<file path="src/rtl/hist_compute_unit.sv">
// Histogram compute unit: clears the shared histogram RAM, then bins a
// sample stream into it by read-modify-write with saturating counters, and
// finally holds done until the next start.
module hist_compute_unit #(
  parameter int ADDR_W = 14,
  parameter int DATA_W = 8,
  parameter int CNT_W  = 24
) (
  input  logic              clk,
  input  logic              rst_n,
  input  logic              start,
  input  logic              in_valid,
  output logic              in_ready,
  input  logic [ADDR_W-1:0] in_bin,
  input  logic              in_last,
  output logic              hist_ren_HCU,
  output logic              hist_wen_HCU,
  output logic [ADDR_W-1:0] hist_addr_HCU,
  output logic [DATA_W-1:0] hist_wdata_HCU,
  input  logic [DATA_W-1:0] hist_rdata_HCU,
  output logic              busy,
  output logic              done,
  output logic              sat_flag,
  output logic [CNT_W-1:0]  sample_cnt
);

  localparam logic [DATA_W-1:0] MAX_CNT   = '1;
  localparam logic [ADDR_W-1:0] LAST_ADDR = '1;

  typedef enum logic [2:0] {
    S_IDLE,
    S_CLEAR,
    S_ACC_RD,
    S_ACC_WR,
    S_DONE
  } state_t;

  state_t             state_reg, state_next;
  logic [ADDR_W-1:0]  clr_addr_reg;
  logic [ADDR_W-1:0]  bin_q_reg;
  logic               last_q_reg;
  logic               sat_flag_reg;
  logic [CNT_W-1:0]   sample_cnt_reg;

  // Bin already at its ceiling: the write-back keeps MAX and flags saturation.
  logic rd_sat;
  assign rd_sat = (hist_rdata_HCU == MAX_CNT);

  // A sample is taken only while waiting in the read phase.
  logic accept;
  assign accept = (state_reg == S_ACC_RD) && in_valid;

  // State register; reset drops straight back to IDLE.
  always_ff @(posedge clk or negedge rst_n) begin
    if (!rst_n) begin
      state_reg <= S_IDLE;
    end else begin
      state_reg <= state_next;
    end
  end

  // Next state and RAM-side outputs; address/data stay at zero when the RAM is untouched.
  always_comb begin
    state_next     = state_reg;
    in_ready       = 1'b0;
    hist_ren_HCU   = 1'b0;
    hist_wen_HCU   = 1'b0;
    hist_addr_HCU  = '0;
    hist_wdata_HCU = '0;
    case (state_reg)
      S_IDLE, S_DONE: begin
        if (start) state_next = S_CLEAR;
      end
      S_CLEAR: begin
        hist_wen_HCU  = 1'b1;
        hist_addr_HCU = clr_addr_reg;
        if (clr_addr_reg == LAST_ADDR) state_next = S_ACC_RD;
      end
      S_ACC_RD: begin
        in_ready = 1'b1;
        if (in_valid) begin
          hist_ren_HCU  = 1'b1;
          hist_addr_HCU = in_bin;
          state_next    = S_ACC_WR;
        end
      end
      S_ACC_WR: begin
        hist_wen_HCU   = 1'b1;
        hist_addr_HCU  = bin_q_reg;
        hist_wdata_HCU = rd_sat ? MAX_CNT : hist_rdata_HCU + DATA_W'(1);
        state_next     = last_q_reg ? S_DONE : S_ACC_RD;
      end
      default: state_next = S_IDLE;
    endcase
  end

  // Run bookkeeping: clear pointer, captured sample, sticky saturation, sample count.
  always_ff @(posedge clk or negedge rst_n) begin
    if (!rst_n) begin
      clr_addr_reg   <= '0;
      bin_q_reg      <= '0;
      last_q_reg     <= 1'b0;
      sat_flag_reg   <= 1'b0;
      sample_cnt_reg <= '0;
    end else begin
      case (state_reg)
        S_IDLE, S_DONE: begin
          if (start) begin
            clr_addr_reg   <= '0;
            sat_flag_reg   <= 1'b0;
            sample_cnt_reg <= '0;
          end
        end
        S_CLEAR: begin
          clr_addr_reg <= clr_addr_reg + ADDR_W'(1);
        end
        S_ACC_RD: begin
          if (accept) begin
            bin_q_reg      <= in_bin;
            last_q_reg     <= in_last;
            sample_cnt_reg <= sample_cnt_reg + CNT_W'(1);
          end
        end
        S_ACC_WR: begin
          if (rd_sat) sat_flag_reg <= 1'b1;
        end
        default: ;
      endcase
    end
  end

  assign busy       = (state_reg == S_CLEAR) || (state_reg == S_ACC_RD) ||
                      (state_reg == S_ACC_WR);
  assign done       = (state_reg == S_DONE);
  assign sat_flag   = sat_flag_reg;
  assign sample_cnt = sample_cnt_reg;

endmodule

</file>
<file path="config.mk">
export PLATFORM = sky130hd
export DESIGN_NAME = hist_compute_unit
export DESIGN_NICKNAME = d
export VERILOG_FILES = /design/src/rtl/hist_compute_unit.sv
export SDC_FILE = /design/constraint.sdc
export NUM_CORES = 1
export LEC_CHECK = 0
export BUFFER_PORTS_ARGS = -buffer_cell sky130_fd_sc_hd__buf_2
export CORE_MARGIN = 8
export CORE_UTILIZATION = 48
export CTS_BUF_LIST = sky130_fd_sc_hd__clkbuf_8 sky130_fd_sc_hd__clkbuf_16
export CTS_CLUSTER_SIZE = 30
export DETAILED_ROUTE_END_ITERATION = 8
export HOLD_SLACK_MARGIN = 0.02
export PLACE_DENSITY = 0.73
export SYNTH_ARGS = -nofsm -noshare
export SYNTH_HDL_FRONTEND = slang
export SYNTH_SLANG_ARGS = --single-unit
</file>
<file path="constraint.sdc">
create_clock -name clk -period 3.7 [get_ports clk]
set_input_delay 0.555 -clock clk [delete_from_list [all_inputs] [get_ports clk]]
set_output_delay 0.555 -clock clk [all_outputs]
set_load 0.02 [all_outputs]
</file>
# --- Yosys cells after proc, flatten, opt, wreduce, memory -nomap -nowiden ---
# Cells that the tools add are included.
op_classes:
  add_sub_neg: 3
  mul: 0
  div_mod_pow: 0
  n_lt_le_gt_ge: 0
  eq_ne: 11
  n_shift: 0
  mux: 21
  n_bitwise: 0
  n_reduce_logical: 14
ops:
  columns: ["cell", "count"]
  rows:
  - ["24-bit 2-to-1 mux", 2]
  - ["24-bit case mux with 2 select lines", 1]
  - ["14-bit case mux with 3 select lines", 1]
  - ["14-bit 2-to-1 mux", 2]
  - ["14-bit case mux with 2 select lines", 1]
  - ["24-bit by 1-bit adder with 24-bit output, second input constant", 1]
  - ["8-bit 2-to-1 mux", 2]
  - ["14-bit by 1-bit adder with 14-bit output, second input constant", 1]
  - ["14-bit == test, second input constant", 1]
  - ["3-bit 2-to-1 mux", 4]
  - ["3-bit case mux with 4 select lines", 1]
  - ["2-bit != test, second input constant", 5]
  - ["3-bit AND reduction", 3]
  - ["8-bit by 1-bit adder with 8-bit output, second input constant", 1]
  - ["8-bit == test, second input constant", 1]
  - ["3-bit by 2-bit == test with 1-bit output, second input constant", 2]
  - ["1-bit 2-to-1 mux", 6]
  - ["2-bit nonzero test", 3]
  - ["2-bit AND reduction", 2]
  - ["2-bit OR reduction", 2]
  - ["3-bit by 1-bit == test with 1-bit output, second input constant", 1]
  - ["3-bit == test, second input constant", 1]
  - ["3-bit zero test", 1]
  - ["1-bit logical OR", 2]
  - ["other kinds (2)", 2]
word_totals:
  reg_bits: 57
  latch_bits: 0
  ram_bits: 0
  mem_bits_ro: 0
  input_bits: 27
  wordCells: 55
  n_memories: 0

# --- Depth between registers and ports, before layout ---
# Gate-level depths: netlist (run 1).
depth:
  ltp_word: 4
  depth_mapped: 8
  depth_no_buf: 5

# --- Worst setup path before layout (run 1) ---
# Ideal clock, no wire load.
synth_path:
  path_type: "register to output"
  from: "register state_reg[2]"
  to: "output port hist_addr_HCU[11]"
  t_arrival_ns: 1.652
  required_time_ns: 3.145
  path_slack_ns: 1.493
  path_stages_with_launch: 8
  path_cell_list: "dfrtp_1 -> buf_2 -> nand4bb_1 -> buf_2 -> inv_2 -> clkbuf_1 -> nand2_1 -> nand2_1"
synth_between:
  elab_chain_cells: 2
synth_rtl:
  columns: ["element", "line", "rtl"]
  rows:
  - ["start: declaration", "38", "state_t state_reg, state_next;"]
  - ["start signal: assignment", "58", "state_reg <= state_next;"]
  - ["3-bit by 2-bit == test with 1-bit output or 3-bit by 1-bit == test with 1-bit output (tied branches)", "70", "case (state_reg)"]
  - ["14-bit case mux with 3 select lines (*)", "70", null]
  - ["end: declaration", "18", "output logic [ADDR_W-1:0] hist_addr_HCU,"]
# Every way passes the cells marked *; elsewhere a longest branch is shown, timed or not.

# --- Worst setup path after layout (run 1) ---
layout_path:
  from: "register state_reg[1]"
  to: "output port hist_wdata_HCU[3]"
layout_between:
  elab_chain_cells: 2
layout_rtl:
  columns: ["element", "line", "rtl"]
  rows:
  - ["3-bit by 2-bit == test with 1-bit output", "70", null]
  - ["8-bit 2-to-1 mux", "70", null]
  - ["end: declaration", "19", "output logic [DATA_W-1:0] hist_wdata_HCU,"]
# No other way between the ends.

==> results.rst, run 1 <==
.. list-table::
   :header-rows: 1

   * - Metric
     - Value
   * - Outcome
     - finished, final reports clean
   * - Number of global-route vias before repair
     - roughly 2900
   * - Unique masters post-synth
     - 43
   * - First-pass detailed-route iteration total
     - 4
   * - Netlist Area Pre-Place
     - about 3100 sq um
   * - Placer Congestion
     - 0.865
   * - Hold buffer count at CTS
     - 0
   * - GRT Overall Usage
     - 0.181
   * - Fraction of the cycle the final worst path needs
     - 0.719
   * - Cell leakage power
     - approximately 0.002 uW
   * - Die height
     - 96.6 microns
   * - Top-area cell type share of the netlist area
     - 0.458
   * - Worst-Margin Slew
     - just over 1000 ps
   * - Clock net sink count
     - 57
   * - Worst Path Required
     - about 3100 ps
   * - Number of cell rows
     - 29
   * - Mean area per synthesized cell
     - 8.66 sq um
   * - Post-synthesis net count
     - 390
   * - Top flip-flop cell by instance count after synthesis
     - dfrtp_1
   * - FILL cells
     - just over 600
   * - Number of warnings issued by yosys
     - 0
   * - Type of the worst min-delay path
     - input port to async pin
   * - Arrival time worst endpoint
     - between 2000 and 2500 ps
   * - Largest register FFs
     - 24
   * - Full die area
     - between 9000 and 10000 sq um
   * - CTS Root Cell
     - clkbuf_8
   * - Cell type contributing the most total cell area after synthesis
     - dfrtp_1
   * - Number of design-rule violations left by the first detailed-router iteration
     - between 150 and 200
   * - Antenna fix cells
     - 0
   * - Count of unresolved DRC violations after routing
     - 0
   * - Power per cell area
     - between 600 and 700 nW/um^2
   * - Unrepaired setup endpoints after global routing
     - false
   * - FMAX
     - roughly 380 MHz
   * - Final TNS setup
     - 0 ps
   * - Mean number of vias per cell
     - between 5 and 6
   * - Maximum capacitance violations
     - 0
   * - Endpoints failing hold
     - 0
   * - Reg clk slew, reported paths
     - about 70 ps
   * - Number of clock buffers inserted by TritonCTS
     - 9
   * - CTS resizes
     - 0
   * - Proportion of layout cells with a drive suffix above 1
     - 0.234
   * - First-pass GRT wire length
     - between 10000 and 15000 microns
   * - Via total after detailed routing
     - 2934
   * - Pwr Total
     - between 2000 and 2500 uW
   * - Worst path max stage delay
     - ~520 ps
   * - Final max-slew violation count
     - 0
   * - Rel. slew slack
     - 0.315
   * - IR Drop Worst-Case VDD
     - 0.339 mV
   * - Total congestion overflow after global routing
     - 0
   * - Die boundary width
     - ~97 microns
   * - Seq/Total Area, Yosys
     - 0.458
   * - Final clock skew
     - approximately 6.2 ps
   * - Final layout net count
     - around 470
   * - Synthesized netlist cell count
     - between 300 and 400
   * - Leading post-synthesis cells by cell area
     - dfrtp_1 (46%), nand2_1 (10%), o21ai_0 (4.7%)
   * - Level count of the clock H-tree
     - 3
   * - Number of buffers inserted by post-CTS setup repair
     - 0
   * - Count of antenna-violating nets left after detailed routing
     - 0
   * - Maximum clock path buffer count
     - 2
   * - Dpl hpwl
     - 5640 microns
   * - Final count of negative-setup-slack endpoints
     - 0
   * - Minimum clock period
     - approximately 2700 ps
   * - Max FO, Critical Path
     - 10
   * - Final routed wirelength across all metal layers
     - between 7000 and 8000 microns
   * - Maximum number of pins on one net before global-route repair
     - 47
   * - Initial standard-cell utilization of the core
     - 0.494
   * - Number of antenna violations at the first check in global routing
     - 0
   * - Seq cells post-synth
     - 57
   * - Series of cell instances along the critical path
     - inv_1 -> nor3b_2 -> nand4_1 -> o21ai_0 -> buf_2
   * - Number of port buffers
     - approximately 80
   * - Critical path launch point type
     - flip-flop
   * - Post-synth EDFFs
     - 0
   * - Area added between synthesis and finish
     - 20.0%
   * - Slowest-stage cell, CP
     - dfrtp_1
   * - Detail-routed net length per standard cell
     - between 15 and 20 microns
   * - CTS tree
     - done
   * - Element type at the critical path end
     - primary output
   * - Proportion of register bits with asynchronous set or reset after synthesis
     - 1.00
   * - Kind of critical path
     - flip-flop to primary output
   * - Clock Latency Late Sink
     - ~340 ps
   * - Count of pins on the block boundary
     - 79
   * - Placeable Area
     - 6310 sq um
[cell usage in the layout (no fill, tap or decap), drive strengths merged, types with 3 or more instances in the layout]
cell type and n:
nand3 12, o21ai 29, a21oi 15, xor2 10
clkbuf 10, a22oi 12, nand2 85, or3b 3
and3 8, nor3b 3, nand2b 3, a31oi 4
nor2 19, mux2i 5, and4 3, nor3 8
nand4b 3, buf 83, o41ai 3, inv 12
ha 3, nand3b 3, dfrtp 57, nand4 15
or3 7
[routing by layer]
layer  wire length [microns]  vias to the layer above  GRT usage
met4                      56                        0     0.0441
met3                     573                        8     0.0649
li1                        -                     1448          -
met1                    3440                     1400      0.223
met2                    3900                       78      0.294
met5                       0                        -          0
[worst max-delay path, delay by kind of cell (launching register included)]
kind / cells / cell delay [ps]
buffers and inverters: 2 / 320
and+or+nand+nor: 2 / 770
DFF: 1 / 520
AOI/OAI and AO/OA: 1 / 150
[report_power, final]
| group | total (uW) | switching [uW] | internal, uW | leakage [uW] |
|---|---|---|---|---|
| Sequential | 876 | 128 | 748 | 0.000765 |
| Combinational | 892 | 598 | 294 | 0.00108 |
| Clock | 562 | 243 | 319 | 0.000110 |
[path summary, 6_finish.rpt]
path / depth (start not counted) / endpoint / slack (ps) / from
setup / recovery: 5 / hist_wdata_HCU[3] / 1040 / state_reg[1]$_DFFE_PN0P_
hold / removal: 1 / sample_cnt[15]$_DFFE_PN0P_ / 390 / rst_n
setup reg to reg: 4 / sample_cnt[14]$_DFFE_PN0P_ / 1460 / state_reg[0]$_DFFE_PN0P_
hold reg to reg: 2 / sat_flag$_DFFE_PN0P_ / 470 / sat_flag$_DFFE_PN0P_
max in group asynchronous: 2 / bin_q_reg[6]$_DFFE_PN0P_ / 2550 / rst_n
min in group clk: 3 / bin_q_reg[0]$_DFFE_PN0P_ / 420 / in_bin[0]
[metrics by stage]
stage,cell area [sq um],utilization,hold slack (ps),setup slack (ps),instances
2_1_floorplan,3120,-,259,1490,360
4_1_cts,3740,0.592,404,1040,518
5_1_grt,3740,0.592,409,810,518
6_report,3740,0.592,392,1040,518
3_5_place_dp,3550,0.562,464,1320,502
3_3_place_gp,3550,0.562,458,1370,502
[cell usage after synthesis (2+ instances only)]
library cell and count:
or3_1 7, xnor2_1 2, and3_1 8, and4_1 3
nand3b_1 3, o41ai_1 3, nand2b_1 3, nor3b_2 3
dfrtp_1 57, nor4_1 2, a21oi_1 15, a222oi_1 2
clkbuf_1 10, mux2i_1 5, buf_2 6, nand3_1 12
o31ai_1 2, a31oi_1 4, xor2_1 10, o2111ai_1 2
or3b_1 2, a22o_1 2, o21ai_0 29, ha_1 3
nor2_1 19, nor3_1 8, nand4_1 15, nand2_1 85
nand4b_1 3, buf_6 2, a22oi_1 12, a211oi_1 2
inv_1 8, a21o_1 2
[kinds of logic (layout without fill, tap and decap cells)]
kind of cell | count (synthesis) | after routing | share of synthesized area
AO/OA/AOI/OAI | 79 | 79 | 0.161
buffers and inverters | 27 | 108 | 0.0397
adder cells (fa/ha/maj) | 3 | 3 | 0.0120
AND/OR/NAND/NOR | 177 | 177 | 0.280
XOR/XNOR | 12 | 12 | 0.0337
flip-flops | 57 | 57 | 0.458
multiplexers | 5 | 5 | 0.0161
[area by class of cell]
class                           count  area (sq um)  share of cell area
Clock buffer                       10           138              0.0368
Clock inverter                      6          51.3              0.0137
Inverter                            9          33.8             0.00903
Multi-Input combinational cell    276          1570               0.419
Sequential cell                    57          1430               0.381
Tap cell                           77          96.3              0.0258
Timing Repair Buffer               83           428               0.114
No activity file was read; power rests on OpenSTA's default activity.
==> run 2: changes to the inputs <==
--- a/config.mk
+++ b/config.mk
@@ -12,7 +12,7 @@
 export CTS_CLUSTER_SIZE = 30
 export DETAILED_ROUTE_END_ITERATION = 8
 export HOLD_SLACK_MARGIN = 0.02
-export PLACE_DENSITY = 0.73
+export PLACE_DENSITY = 0.76
 export SYNTH_ARGS = -nofsm -noshare
 export SYNTH_HDL_FRONTEND = slang
 export SYNTH_SLANG_ARGS = --single-unit
==> constraint.sdc (replaced) <==
create_clock -name clk -period 2.25 [get_ports clk]
set_input_delay 0.3375 -clock clk [delete_from_list [all_inputs] [get_ports clk]]
set_output_delay 0.3375 -clock clk [all_outputs]
set_load 0.02 [all_outputs]
==> run 2 against run 1 <==
Critical path depth is 1 higher. Worst setup slack worse by 960 ps. Flip-flop and latch count stayed put. Register-to-register slack worse by 1300 ps. Largest power group unchanged. Highest routed layer unchanged. Worst hold slack worse by 180 ps. Sequential share of layout area is 1.0 points lower.
==> results.rst, run 2 (synthesis gave the netlist of run 1 again) <==
.. list-table::
   :header-rows: 1

   * - Metric
     - Value
   * - Critical path launch point type
     - flip-flop
   * - Clock Latency Late Sink
     - between 300 and 400 ps
   * - Antenna fix cells
     - 0
   * - Fraction of the cycle the final worst path needs
     - 0.964
   * - Minimum clock period
     - 2170 ps
   * - Count of antenna-violating nets left after detailed routing
     - 0
   * - Worst reg2reg endpoint
     - sample_cnt[16]$_DFFE_PN0P_
   * - Type of the worst min-delay path
     - input port to flip-flop
   * - Setup slack on the worst flop-to-flop path
     - between 200 and 250 ps
   * - CTS tree
     - done
   * - Die boundary width
     - ~97 microns
   * - Number of cell rows
     - 29
   * - Unrepaired setup endpoints after global routing
     - true
   * - Leading cell types in the layout, fill and taps excluded
     - nand2_1 (85), buf_2 (78), dfrtp_1 (54)
   * - Sequential cell area
     - about 1400 sq um
   * - Leading cell type in the layout, fill and taps excluded
     - nand2_1
   * - Maximum capacitance violations
     - 0
   * - Dpl hpwl
     - around 6000 microns
   * - Via total after detailed routing
     - roughly 3000
   * - Final count of negative-setup-slack endpoints
     - 0
   * - Detail-routed net length per standard cell
     - around 15 microns
   * - Total congestion overflow after global routing
     - 0
   * - Count of unresolved DRC violations after routing
     - 0
   * - Worst r2r src
     - state_reg[0]$_DFFE_PN0P_
   * - Maximum number of pins on one net before global-route repair
     - 29
   * - Worst Path Required
     - roughly 1900 ps
   * - Placeable Area
     - approximately 6300 sq um
   * - Switching power as a share of total power
     - 0.419
   * - Number of clock buffers inserted by TritonCTS
     - 9
   * - Number of design-rule violations left by the first detailed-router iteration
     - approximately 130
   * - Placer Congestion
     - slightly below 0.9
   * - Multi-input logic area
     - between 1500 and 2000 sq um
   * - FILL cells
     - slightly below 600
   * - Area added between synthesis and finish
     - 23.6%
   * - Die height
     - 96.6 microns
   * - Share of power burned in the clock network
     - 0.218
   * - Number of cells on the worst reg-to-reg path
     - 5
   * - Final worst slack
     - 81.2 ps
   * - Full die area
     - about 9300 sq um
   * - Share of total power in combinational logic
     - 0.419
   * - Max FO, Critical Path
     - 17
   * - Kind of critical path
     - flip-flop to primary output
   * - Switching Power
     - approximately 1600 uW
   * - Number of antenna violations at the first check in global routing
     - 0
   * - Number of global-route vias before repair
     - approximately 2900
   * - WHS Path Cells
     - 3
   * - Final clock skew
     - between 6 and 7 ps
   * - Placed inst area
     - 3620 sq um
   * - Pwr Total
     - 3920 uW
   * - Maximum clock path buffer count
     - 2
   * - Cell leakage power
     - between 0.002 and 0.0025 uW
   * - Rel. slew slack
     - 0.653
   * - First-pass detailed-route iteration total
     - 5
   * - Proportion of layout cells with a drive suffix above 1
     - 0.260
   * - Internal power of the cells
     - 2280 uW
   * - FMAX
     - roughly 460 MHz
   * - CTS Root Cell
     - clkbuf_8
   * - Count of pins on the block boundary
     - between 70 and 80
   * - Power per cell area
     - 1020 nW/um^2
   * - Element type at the critical path end
     - primary output
   * - Final routed wirelength across all metal layers
     - 8190 microns
   * - Mean number of vias per cell
     - between 5 and 6
   * - IR Drop Worst-Case VDD
     - 0.606 mV
   * - Clock net sink count
     - 57
   * - Final max-slew violation count
     - 0
   * - Worst-Margin Slew
     - roughly 520 ps
   * - Worst setup slack before clock tree synthesis
     - between 200 and 250 ps
   * - Initial standard-cell utilization of the core
     - 0.494
   * - Fin area
     - approximately 3900 sq um
   * - Hold worst-path end
     - bin_q_reg[6]$_DFFE_PN0P_
   * - Largest register FFs
     - 24
   * - Endpoints failing hold
     - 0
   * - Final layout net count
     - 478
   * - Reg clk slew, reported paths
     - 60 ps
   * - GRT Overall Usage
     - 0.178
   * - First-pass GRT wire length
     - 13100 microns
   * - Part of the total power dissipated in sequential elements
     - 0.364
   * - Arrival time worst endpoint
     - about 1800 ps
   * - Number of port buffers
     - roughly 80
   * - Outcome
     - finished, final reports clean
   * - Min-delay src
     - in_bin[6]
   * - Level count of the clock H-tree
     - 3
run 2: worst max path at each step:
stage                             start  cells after the start                         end  slack [ps]
6_report       state_reg[2]$_DFFE_PN0P_                      6            hist_addr_HCU[7]          80
5_1_grt        state_reg[2]$_DFFE_PN0P_                      6            hist_addr_HCU[7]         -20
4_1_cts        state_reg[0]$_DFFE_PN0P_                      6            hist_addr_HCU[7]          40
3_5_place_dp   state_reg[0]$_DFFE_PN0P_                      5  sample_cnt[20]$_DFFE_PN0P_         250
3_3_place_gp   state_reg[0]$_DFFE_PN0P_                      5  sample_cnt[16]$_DFFE_PN0P_         310
2_1_floorplan  state_reg[2]$_DFFE_PN0P_                      7           hist_addr_HCU[11]         260
run 2: through the flow:
| stage | hold slack, ps | cells | TNS, ps | utilization |
|---|---|---|---|---|
| finish | 208 | 530 | 0 | 0.610 |
| detailed placement | 350 | 508 | 0 | 0.574 |
| global route | 218 | 530 | -30.2 | 0.610 |
| floorplan | 41.9 | 360 | 0 | - |
| global placement | 343 | 508 | 0 | 0.574 |
| CTS | 201 | 525 | 0 | 0.604 |
run 2: power groups by stage:
stage	logic, uW	registers, uW	clock network (uW)
4_1_cts	1580	1440	865
6_report	1640	1420	853
5_1_grt	1820	1460	915
2_1_floorplan	1070	1390	0
3_5_place_dp	1560	1460	0
3_3_place_gp	1540	1440	0
run 2: what timing repair did:
action / 4_1_cts / 5_1_grt
hold buffers: 1 / 0
setup endpoints to repair: 8 / 7
setup buffers: 0 / 5
endpoints found under the hold margin: 21 / 0
gates resized for setup: 4 / 1
pin swaps: 0 / 1
run 2: critical path, cell delays in order (launching register included):
cell and delay, ps:
dfrtp_2 440, nand4bb_1 220, inv_4 100, buf_12 160, a222oi_1 320, inv_1 70
buf_2 160
run 2: area by class of cell:
class,instances,share of cell area
Multi-Input combinational cell,276,0.408
Sequential cell,57,0.371
Timing Repair Buffer,95,0.141
Clock buffer,11,0.0393
Tap cell,77,0.0250
Inverter,9,0.00942
Clock inverter,5,0.00585
run 2: metal layers:
metal / routed length, microns / global-route usage
met1: 3480 / 0.216
met2: 4030 / 0.300
met3: 511 / 0.0379
met4: 170 / 0.0731
met5: 0 / 0
==> run 3: changes to the inputs <==
--- a/config.mk
+++ b/config.mk
@@ -5,14 +5,15 @@
 export SDC_FILE = /design/constraint.sdc
 export NUM_CORES = 1
 export LEC_CHECK = 0
+export ABC_AREA = 1
 export BUFFER_PORTS_ARGS = -buffer_cell sky130_fd_sc_hd__buf_2
-export CORE_MARGIN = 8
+export CORE_MARGIN = 2
 export CORE_UTILIZATION = 48
 export CTS_BUF_LIST = sky130_fd_sc_hd__clkbuf_8 sky130_fd_sc_hd__clkbuf_16
 export CTS_CLUSTER_SIZE = 30
 export DETAILED_ROUTE_END_ITERATION = 8
 export HOLD_SLACK_MARGIN = 0.02
-export PLACE_DENSITY = 0.76
+export PLACE_DENSITY = 0.75
 export SYNTH_ARGS = -nofsm -noshare
 export SYNTH_HDL_FRONTEND = slang
 export SYNTH_SLANG_ARGS = --single-unit
==> run 3 against run 2 <==
Critical path type unchanged. First-iteration DRC count grew 23%. Die area is 18% lower. Synthesized cell count increased by 31%. Clock-buffer cell count is 2 lower. Worst hold slack gained 12 ps. Largest power group unchanged. Register-to-register slack better by 320 ps. Clock skew increased by 0.74 ps. Global-route usage is 4.8 points higher.
==> results.rst, run 3 <==
.. list-table::
   :header-rows: 1

   * - Metric
     - Value
   * - Clock net sink count
     - 57
   * - Via total after detailed routing
     - approximately 3400
   * - Area added between synthesis and finish
     - 21.6%
   * - Worst r2r src
     - state_reg[2]$_DFFE_PN0P_
   * - Unrepaired setup endpoints after global routing
     - false
   * - Proportion of register bits with asynchronous set or reset after synthesis
     - 1.00
   * - Full die area
     - 7610 sq um
   * - Max FO, Critical Path
     - 18
   * - Number of antenna violations at the first check in global routing
     - 0
   * - Final layout net count
     - around 590
   * - Cell type contributing the most total cell area after synthesis
     - dfrtp_1
   * - Outcome
     - finished, final reports clean
   * - Placer Congestion
     - approximately 0.84
   * - Final routed wirelength across all metal layers
     - 8130 microns
   * - Total congestion overflow after global routing
     - 0
   * - Count of antenna-violating nets left after detailed routing
     - 0
   * - Hold worst-path end
     - last_q_reg$_DFFE_PN0P_
   * - FMAX
     - about 480 MHz
   * - Number of design-rule violations left by the first detailed-router iteration
     - approximately 160
   * - Number of buffers inserted by post-CTS setup repair
     - 0
   * - Final max-slew violation count
     - 0
   * - Internal power of the cells
     - 2380 uW
   * - First-pass GRT wire length
     - 13700 microns
   * - Worst Path Required
     - between 1500 and 2000 ps
   * - IR Drop Worst-Case VDD
     - about 0.63 mV
   * - Level count of the clock H-tree
     - 3
   * - Worst setup slack before clock tree synthesis
     - roughly 440 ps
   * - Maximum capacitance violations
     - 0
   * - Share of power burned in the clock network
     - 0.255
   * - Arrival time worst endpoint
     - between 1500 and 2000 ps
   * - Endpoints failing hold
     - 0
   * - Cell with the most instances after synthesis
     - nand2_1
   * - Die height
     - ~87 microns
   * - Initial standard-cell utilization of the core
     - 0.492
   * - Top flip-flop cell by instance count after synthesis
     - dfrtp_1
   * - Top-area cell type share of the netlist area
     - 0.429
   * - Part of the total power dissipated in sequential elements
     - 0.340
   * - Mean number of vias per cell
     - 5.25
   * - Netlist Area Pre-Place
     - 3330 sq um
   * - Share of total power in combinational logic
     - 0.405
   * - Min-delay src
     - in_last
   * - Number of port buffers
     - 78
   * - CTS tree
     - done
   * - CTS Root Cell
     - clkbuf_8
   * - Multi-input logic area
     - roughly 1600 sq um
   * - Dpl hpwl
     - roughly 5800 microns
   * - Number of clock buffers inserted by TritonCTS
     - 9
   * - Maximum clock path buffer count
     - 2
   * - Kind of critical path
     - flip-flop to primary output
   * - WHS Path Cells
     - 3
   * - Type of the worst min-delay path
     - input port to flip-flop
   * - Switching Power
     - 1730 uW
   * - Detail-routed net length per standard cell
     - roughly 13 microns
   * - Worst-Margin Slew
     - between 600 and 700 ps
   * - Number of cell rows
     - 30
   * - Leading cell types by count after synthesis
     - nand2_1 (137), nor2_1 (72), inv_1 (60)
   * - FILL cells
     - 620
   * - Number of warnings issued by yosys
     - 0
   * - Final count of negative-setup-slack endpoints
     - 0
   * - Post-synthesis net count
     - about 500
   * - Placeable Area
     - roughly 6800 sq um
   * - Cell leakage power
     - around 0.0021 uW
   * - Power per cell area
     - just over 1000 nW/um^2
   * - Final clock skew
     - approximately 7.6 ps
   * - Critical path launch point type
     - flip-flop
   * - Leading cell type in the layout, fill and taps excluded
     - nand2_1
   * - Number of global-route vias before repair
     - 3099
   * - Element type at the critical path end
     - primary output
   * - Minimum clock period
     - a little over 2000 ps
   * - Antenna fix cells
     - 0
   * - First-pass detailed-route iteration total
     - 4
   * - Rel. slew slack
     - 0.588
   * - Reg clk slew, reported paths
     - approximately 70 ps
   * - Seq/Total Area, Yosys
     - 0.429
   * - Min Hold Slack
     - about 220 ps
   * - Final TNS setup
     - 0 ps
   * - Fraction of the cycle the final worst path needs
     - 0.916
   * - Switching power as a share of total power
     - 0.421
   * - Clock Latency Late Sink
     - about 340 ps
   * - Number of cells on the worst reg-to-reg path
     - 7
   * - Leading post-synthesis cells by cell area
     - dfrtp_1 (43%), nand2_1 (15%), nor2_1 (8.1%)
   * - Fin area
     - roughly 4000 sq um
   * - Largest register FFs
     - 24
   * - Worst reg2reg endpoint
     - clr_addr_reg[10]$_DFFE_PN0P_
   * - Proportion of layout cells with a drive suffix above 1
     - 0.192
   * - Setup slack on the worst flop-to-flop path
     - about 530 ps
   * - Mean area per synthesized cell
     - just over 7 sq um
   * - Final worst slack
     - between 150 and 200 ps
   * - Seq cells post-synth
     - 57
   * - Count of unresolved DRC violations after routing
     - 0
   * - Unique masters post-synth
     - 29
   * - Synthesized netlist cell count
     - 471
   * - Post-synth EDFFs
     - 0
   * - GRT Overall Usage
     - 0.226
   * - Die boundary width
     - 87.2 microns
   * - Sequential cell area
     - 1430 sq um
   * - Leading cell types in the layout, fill and taps excluded
     - nand2_1 (137), buf_2 (78), nor2_1 (71)
   * - Maximum number of pins on one net before global-route repair
     - 35
   * - Placed inst area
     - approximately 3800 sq um
   * - Count of pins on the block boundary
     - 79
## run 3: metal layers
| metal | up-vias | track usage | share of wire |
|---|---|---|---|
| li1 | 1703 | - | - |
| met1 | 1560 | 0.288 | 0.46 |
| met2 | 97 | 0.388 | 0.49 |
| met3 | 8 | 0.0351 | 0.040 |
| met4 | 0 | 0.0825 | 0.010 |
| met5 | - | 0 | 0 |
## run 3: timing repair
action                     4_1_cts  5_1_grt
hold buffers                     1        0
setup endpoints to repair        0       14
hold endpoints to repair         4        0
resized for setup                0        4
## run 3: cell families (layout without fill, tap and decap cells)
| group | after synthesis | after routing | share of synthesized area |
|---|---|---|---|
| simple gates | 263 | 263 | 0.332 |
| compound gates | 74 | 74 | 0.130 |
| buf+inv | 71 | 162 | 0.0899 |
| flops | 57 | 57 | 0.429 |
| fa+ha+maj | 3 | 3 | 0.0113 |
| xor+xnor | 3 | 3 | 0.00790 |
## run 3: final cells by class
type,count,share of cell area
clock buffers,9,0.0306
clock inverters,7,0.0214
inverters,61,0.0576
multi-input cells,343,0.396
flip-flops and latches,57,0.353
well taps,80,0.0248
repair buffers,85,0.116
## run 3: worst max path at each step
stage,start,slack [ps],endpoint,cells past startpoint
finish,state_reg[2]$_DFFE_PN0P_,190,hist_wdata_HCU[5],8
global route,state_reg[0]$_DFFE_PN0P_,9,hist_addr_HCU[9],7
CTS,state_reg[0]$_DFFE_PN0P_,100,hist_addr_HCU[9],7
detailed placement,hist_rdata_HCU[0],440,hist_wdata_HCU[3],7
global placement,hist_rdata_HCU[0],520,hist_wdata_HCU[3],7
floorplan,state_reg[2]$_DFFE_PN0P_,430,hist_addr_HCU[8],6
## run 3: metrics by stage
step / cells / total power [uW] / util
2_1_floorplan: 471 / 2580 / -
3_3_place_gp: 625 / 3030 / 0.563
3_5_place_dp: 625 / 3060 / 0.563
4_1_cts: 642 / 4130 / 0.596
5_1_grt: 642 / 4410 / 0.598
6_report: 642 / 4110 / 0.598
## run 3: power groups by stage
stage / logic, uW / registers (uW) / clock network, uW
global placement: 1630 / 1400 / 0
global route: 1880 / 1420 / 1110
detailed placement: 1650 / 1410 / 0
CTS: 1660 / 1400 / 1080
floorplan: 1190 / 1400 / 0
finish: 1670 / 1400 / 1050
## run 3: worst max-delay path, stage by stage, from the launching register on
cell and delay [ps]:
dfrtp_1 430, inv_1 110, nand2_1 80, nor2_1 160
inv_2 170, nor2_1 170, nand2_1 60, nand2_1 50
buf_2 160
